File: src/rtl/divide16_unsigned_pkg.sv
// Shared definitions for the sequential 32/16 unsigned divider.
// Contents: port widths, step-counter width, the divide-by-zero quotient constant
// and the FSM state encoding.
package divide16_unsigned_pkg;

  localparam int unsigned DW = 32;  // dividend / quotient / remainder width
  localparam int unsigned VW = 16;  // significant divisor width
  localparam int unsigned SW = 5;   // step counter width (DW steps)

  localparam logic [SW-1:0] LAST_STEP = SW'(DW - 1);
  localparam logic [DW-1:0] DIV0_Q    = 32'hFFFF_FFFF;

  typedef enum logic [1:0] {
    ST_IDLE = 2'd0,
    ST_RUN  = 2'd1,
    ST_DONE = 2'd2
  } state_t;

endpackage

File: src/rtl/divide16_unsigned_line.sv
// One combinational restoring-division step.
// Ports:
//   i_rem    partial remainder (always < divisor, so VW bits hold it)
//   i_shift  dividend/quotient shift register, next dividend bit in the MSB
//   i_div    divisor (non-zero)
//   o_rem    next partial remainder
//   o_shift  shift register moved left by one, LSB left 0 for the quotient bit
//   o_qbit   quotient bit produced by this step
module divide_line_1
  import divide16_unsigned_pkg::*;
(
  input  logic [VW-1:0] i_rem,
  input  logic [DW-1:0] i_shift,
  input  logic [VW-1:0] i_div,
  output logic [VW-1:0] o_rem,
  output logic [DW-1:0] o_shift,
  output logic          o_qbit
);

  logic [VW:0] w_p;
  logic [VW:0] w_diff;

  // 17-bit trial value: remainder shifted left with the next dividend bit.
  assign w_p    = {i_rem, i_shift[DW-1]};
  assign w_diff = w_p - {1'b0, i_div};

  // Since i_rem < i_div, p < 2*d: a non-negative difference is below 2^16,
  // so the top bit of the difference is exactly the borrow (p < d).
  assign o_qbit  = ~w_diff[VW];
  assign o_rem   = o_qbit ? w_diff[VW-1:0] : w_p[VW-1:0];
  assign o_shift = {i_shift[DW-2:0], 1'b0};

endmodule

File: src/rtl/divide16_unsigned.sv
// Sequential restoring divider: 32-bit unsigned dividend / 16-bit divisor,
// one quotient bit per clock, start/busy/done handshake.
// Ports:
//   clk, rst_n    clock (rising edge), synchronous active-low reset
//   start         request, sampled only while busy==0
//   dividend      32-bit dividend, latched when start is accepted
//   divisor       only the low 16 bits are used, latched when start is accepted
//   quotient      result, updated on entry to DONE and held
//   remainder     result, zero-extended; equals dividend on divide-by-zero
//   busy          high exactly while in RUN
//   done          one-cycle pulse when results are updated
//   div_by_zero   status of the last completed operation, held
module divide16_unsigned
  import divide16_unsigned_pkg::*;
(
  input  logic          clk,
  input  logic          rst_n,
  input  logic          start,
  input  logic [DW-1:0] dividend,
  input  logic [DW-1:0] divisor,
  output logic [DW-1:0] quotient,
  output logic [DW-1:0] remainder,
  output logic          busy,
  output logic          done,
  output logic          div_by_zero
);

  state_t        r_state;
  logic [DW-1:0] r_shift;     // remaining dividend bits, quotient bits fill from LSB
  logic [VW-1:0] r_rem;
  logic [VW-1:0] r_div;
  logic [SW-1:0] r_step;
  logic          r_dz;        // operation in flight is a divide-by-zero
  logic [DW-1:0] r_quotient;
  logic [DW-1:0] r_remainder;
  logic          r_busy;
  logic          r_done;
  logic          r_div_by_zero;

  logic [VW-1:0] w_rem;
  logic [DW-1:0] w_shift;
  logic          w_qbit;
  logic [DW-1:0] w_next_shift;
  logic          w_div_zero;
  logic          w_unused_div_hi;

  // Upper divisor bits are deliberately ignored.
  assign w_unused_div_hi = ^divisor[DW-1:VW];
  assign w_div_zero      = (divisor[VW-1:0] == '0);

  divide_line_1 u_line (
    .i_rem   (r_rem),
    .i_shift (r_shift),
    .i_div   (r_div),
    .o_rem   (w_rem),
    .o_shift (w_shift),
    .o_qbit  (w_qbit)
  );

  // Quotient bit drops into the LSB vacated by the shift.
  assign w_next_shift = w_shift | {{(DW-1){1'b0}}, w_qbit};

  always_ff @(posedge clk) begin
    if (!rst_n) begin
      r_state       <= ST_IDLE;
      r_shift       <= '0;
      r_rem         <= '0;
      r_div         <= '0;
      r_step        <= '0;
      r_dz          <= 1'b0;
      r_quotient    <= '0;
      r_remainder   <= '0;
      r_busy        <= 1'b0;
      r_done        <= 1'b0;
      r_div_by_zero <= 1'b0;
    end else begin
      r_done <= 1'b0;
      unique case (r_state)
        ST_IDLE, ST_DONE: begin
          if (start) begin
            r_shift <= dividend;
            r_rem   <= '0;
            r_div   <= divisor[VW-1:0];
            r_step  <= '0;
            r_dz    <= w_div_zero;
            r_state <= ST_RUN;
            r_busy  <= 1'b1;
          end else begin
            r_state <= ST_IDLE;
            r_busy  <= 1'b0;
          end
        end
        ST_RUN: begin
          if (r_dz) begin
            // Divide-by-zero spends a single RUN cycle and reports the dividend back.
            r_quotient    <= DIV0_Q;
            r_remainder   <= r_shift;
            r_div_by_zero <= 1'b1;
            r_done        <= 1'b1;
            r_busy        <= 1'b0;
            r_state       <= ST_DONE;
          end else begin
            r_rem   <= w_rem;
            r_shift <= w_next_shift;
            r_step  <= r_step + 1'b1;
            if (r_step == LAST_STEP) begin
              r_quotient    <= w_next_shift;
              r_remainder   <= {{(DW-VW){1'b0}}, w_rem};
              r_div_by_zero <= 1'b0;
              r_done        <= 1'b1;
              r_busy        <= 1'b0;
              r_state       <= ST_DONE;
            end
          end
        end
        default: begin
          r_state <= ST_IDLE;
          r_busy  <= 1'b0;
        end
      endcase
    end
  end

  assign quotient    = r_quotient;
  assign remainder   = r_remainder;
  assign busy        = r_busy;
  assign done        = r_done;
  assign div_by_zero = r_div_by_zero;

endmodule

File: config.mk
export PLATFORM = sky130hd
export DESIGN_NAME = divide16_unsigned
export DESIGN_NICKNAME = d
export VERILOG_FILES = /design/src/rtl/divide16_unsigned_pkg.sv /design/src/rtl/divide16_unsigned_line.sv /design/src/rtl/divide16_unsigned.sv
export SDC_FILE = /design/constraint.sdc
export NUM_CORES = 1
export LEC_CHECK = 0
export CAP_MARGIN = 0
export CORE_MARGIN = 1.5
export CORE_UTILIZATION = 45
export DETAILED_ROUTE_END_ITERATION = 8
export PLACE_DENSITY_LB_ADDON = 0.3
export SETUP_SLACK_MARGIN = 0.02
export SYNTH_ARGS = -nofsm -noshare
export SYNTH_HDL_FRONTEND = slang
export SYNTH_SLANG_ARGS = --single-unit
export TNS_END_PERCENT = 20
File: constraint.sdc
create_clock -name clk -period 4.9 [get_ports clk]
set_clock_uncertainty 0.15 [all_clocks]
set_input_delay 1.225 -clock clk [delete_from_list [all_inputs] [get_ports clk]]
set_output_delay 1.225 -clock clk [all_outputs]
set_load 0.005 [all_outputs]
==> impl_results.md <==
* Die width at 120.9 um
* Area grow syn2layout at 30.72%
* Starting DRT DRC Count at 458
* Seq/Total Area, Yosys at 0.4419
* Cell depth of the worst flop-to-flop path at 12
* Hold path depth at 2
* Syn nets at 860
* All-Layer GR Usage at 0.2405
* Post-synthesis instance area at 6252 sq um
* DR DRC count at 0
* Vias per std cell at 5.557
* Starting Density at 0.4666
* Filler cell count at 1210
* Asr flop ratio synth at 0
* Hold-fix buffer count after cts at 0
* Mean post-synth cell area at 8.078 sq um
* Status: finished clean
* Root buf cell: clkbuf_16
* Setup_tns at 0 ns
* H-Tree Level Count at 4
* Worst Path Arrival at 4.09 ns
* Post-Route WL at 16.81 mm
* Setup CP Type: register to register
* Worst path most repeated cell: o31a_1
* Critical path launch point type: register
* Pin count of the biggest net entering global routing at 66
* Cells after synthesis at 774
* RSZ-0062 raised after global routing: false
* DRT Pass-1 Iters at 6
* Vias at 5885
* Antenna Cells at 0
* Post-DP HPWL at 11.44 mm
* Final setup vio count at 0
* Fmax at 253.3 MHz
* Ports at 134
* Final Critical Period at 3.948 ns
* Final Hold Viols at 0
* Slew HR at 0.2329
* TritonCTS Buffers at 17
* Port buffer count at 117
* Insertion delay to the later sink of the worst-skew pair at 0.42 ns
* Final cycle utilization of the critical path at 0.8058
* CP Cell Sequence: inv_1 > ha_1 > fa_1 > nor2b_1 > o31a_1 > o31a_1 > a2111oi_4 > a311oi_4 > buf_4 > nor2_1 > a222oi_1 > o21ai_1
* EDFF count, synth at 0
* Vias in the first global route at 5486
* Critical Path RT at 5.05 ns
* Post-cts resize count at 0
* CTS tree: yes
* Die Height at 120.9 um
* Max Cap Viol at 0
* Buffers plus inverters on the worst setup path at 2
* Synth cell types at 54
* Worst-case clock buffer depth at 2
* Overflow after GRT at 0
* Placer Congestion at 0.8437
* Max incr delay on CP at 0.77 ns
* Slowest cell on crit path: a311oi_4
* # rows at 42
* WL/cell at 15.87 um
* Maximum VDD drop at 0.2591 mV
* Die footprint at 14610 sq um
* Final Slew Violations at 0
* Final nets at 956
* Kind of cell adding the most delay to the critical path: compound AO/OA/AOI/OAI gates
* PwrDens at 407.3 nW/um^2
* CTS clk-pin slew, worst paths at 0.06 ns
* Initial antenna violation count at 0
* Hold WC Path Type: register to register
* Endpoint class of the critical path: register
* Lkg Pwr at 3.137 nW
* Instance count on the critical path at 12
* Fin cells at 1059
* First-pass GRT wire length at 27.70 mm
* Post CTS Setup Buffer Count at 0
* Placed Cells at 1027
* Least-Margin Pin Slew at 1.148 ns
* Yosys synthesis warning count at 0
* Yosys reg bits at 138
* Total core area at 13400 sq um
* Layout cell share with drive strength beyond 1 at 0.06908
* Top FF cell, synth: dfxtp_1
* Clock Sinks at 138
* Worst Path Max Fanout at 14
* Routed Antenna Nets at 0
==> per-stage QoR <==
| step | worst slack (ns) | instance area, sq um | power [W] | hold WS, ns | util |
|---|---|---|---|---|---|
| after floorplan | 1.882 | 6252 | 0.001813 | 0.2863 | - |
| after global placement | 1.096 | 7555 | 0.001996 | 0.2942 | 0.5638 |
| after detailed placement | 1.033 | 7555 | 0.002008 | 0.2963 | 0.5638 |
| after CTS | 0.9971 | 8173 | 0.003336 | 0.3038 | 0.6099 |
| after global routing | 0.7528 | 8173 | 0.003490 | 0.3182 | 0.6099 |
| final | 0.9515 | 8173 | 0.003329 | 0.3022 | 0.6099 |
==> power breakdown <==
part | leakage (nW) | switching, W | internal (W) | total [W]
Combinational | 1.72 | 0.000441 | 0.000325 | 0.000766
Clock | 0.292 | 0.000498 | 0.000830 | 0.00133
Sequential | 1.12 | 0.0000569 | 0.00118 | 0.00123
==> worst paths after layout <==
path	endpoint	slack, ns	start
worst max-delay path	remainder[13]	0.95	r_shift[31]
worst min register to register	r_div[4]	0.30	r_div[4]
worst min-delay path	r_div[4]	0.30	r_div[4]
worst max register to register	remainder[13]	0.95	r_shift[31]
==> layout by cell type (no fill, tap or decap), types with 6 or more instances in the layout <==
cell	netlist	final
xor2_1	6	6
a22oi_1	16	16
buf_4	1	14
nor3_1	69	69
a211oi_1	10	10
inv_1	21	20
a21oi_1	43	43
clkbuf_16	0	17
o21ai_0	24	24
xnor2_1	7	7
mux2i_1	9	9
clkdlybuf4s50_1	0	117
o21ai_1	11	10
ha_1	18	18
nand2_1	129	128
a22o_1	7	7
nor2_1	106	105
nor2b_1	7	6
a311oi_1	33	33
dfxtp_1	138	137
==> cell usage after synthesis (2+ instances only) <==
cell,number,area [sq um]
dfxtp_1,138,2763
nand2_1,129,484.2
nor2_1,106,397.9
nor3_1,69,345.3
clkbuf_1,44,165.2
a21oi_1,43,215.2
a311oi_1,33,289.0
o21ai_0,24,120.1
inv_1,21,78.83
ha_1,18,225.2
a22oi_1,16,120.1
o21ai_1,11,55.05
a211oi_1,10,75.07
mux2i_1,9,90.09
a22o_1,7,61.31
buf_1,7,26.28
nor2b_1,7,43.79
xnor2_1,7,61.31
xor2_1,6,52.55
a21o_1,5,37.54
nand3_1,5,25.02
o211a_1,5,50.05
a211o_1,4,35.03
nand2b_1,4,25.02
o21a_1,4,30.03
and2_1,3,18.77
mux2_2,3,33.78
a21oi_2,2,17.52
a221oi_1,2,17.52
a31oi_1,2,12.51
a32o_1,2,20.02
and3_1,2,12.51
nand4_1,2,12.51
nor4_1,2,12.51
o211ai_1,2,15.01
o31a_1,2,17.52
==> tightest hold or removal path, stage by stage, from the launching register on <==
cell	delay, ns
dfxtp_1	0.31
nand2_1	0.05
a21oi_1	0.05
==> logic make-up (layout without fill, tap and decap cells) <==
kind of cell               Yosys count  count (layout)  synth area share
adders and majority gates           19              19           0.03922
AOI/OAI and AO/OA                  182             182            0.2073
DFF                                138             138            0.4419
muxes                               12              12           0.01981
xor gates and xnor gates            13              13           0.01821
buffers and inverters               77             186           0.04823
and+or+nand+nor                    333             333            0.2253
==> state kept, by name, summed over array words and instances, names as in the netlist <==
name and count:
r_step 5, r_dz 1, done 1, div_by_zero 1
r_div 16, r_state 2, remainder 32, quotient 32
r_rem 16, r_shift 32
==> final cells by class <==
cell class	count	area, sq um	area share
Inverter	23	87.58	0.01072
Timing Repair Buffer	131	1276	0.1562
Multi-Input combinational cell	559	3207	0.3924
Clock buffer	19	452.9	0.05542
Clock inverter	13	165.2	0.02021
Sequential cell	138	2764	0.3382
Tap cell	176	220.2	0.02694
==> layer usage <==
| layer | part of all wire | GRT usage |
|---|---|---|
| met1 | 0.45 | 0.3178 |
| met3 | 0.069 | 0.07613 |
| met4 | 0.018 | 0.07868 |
| met5 | 0 | 0 |
| met2 | 0.46 | 0.3732 |
Note: power is estimated with default switching activity, not from simulation.
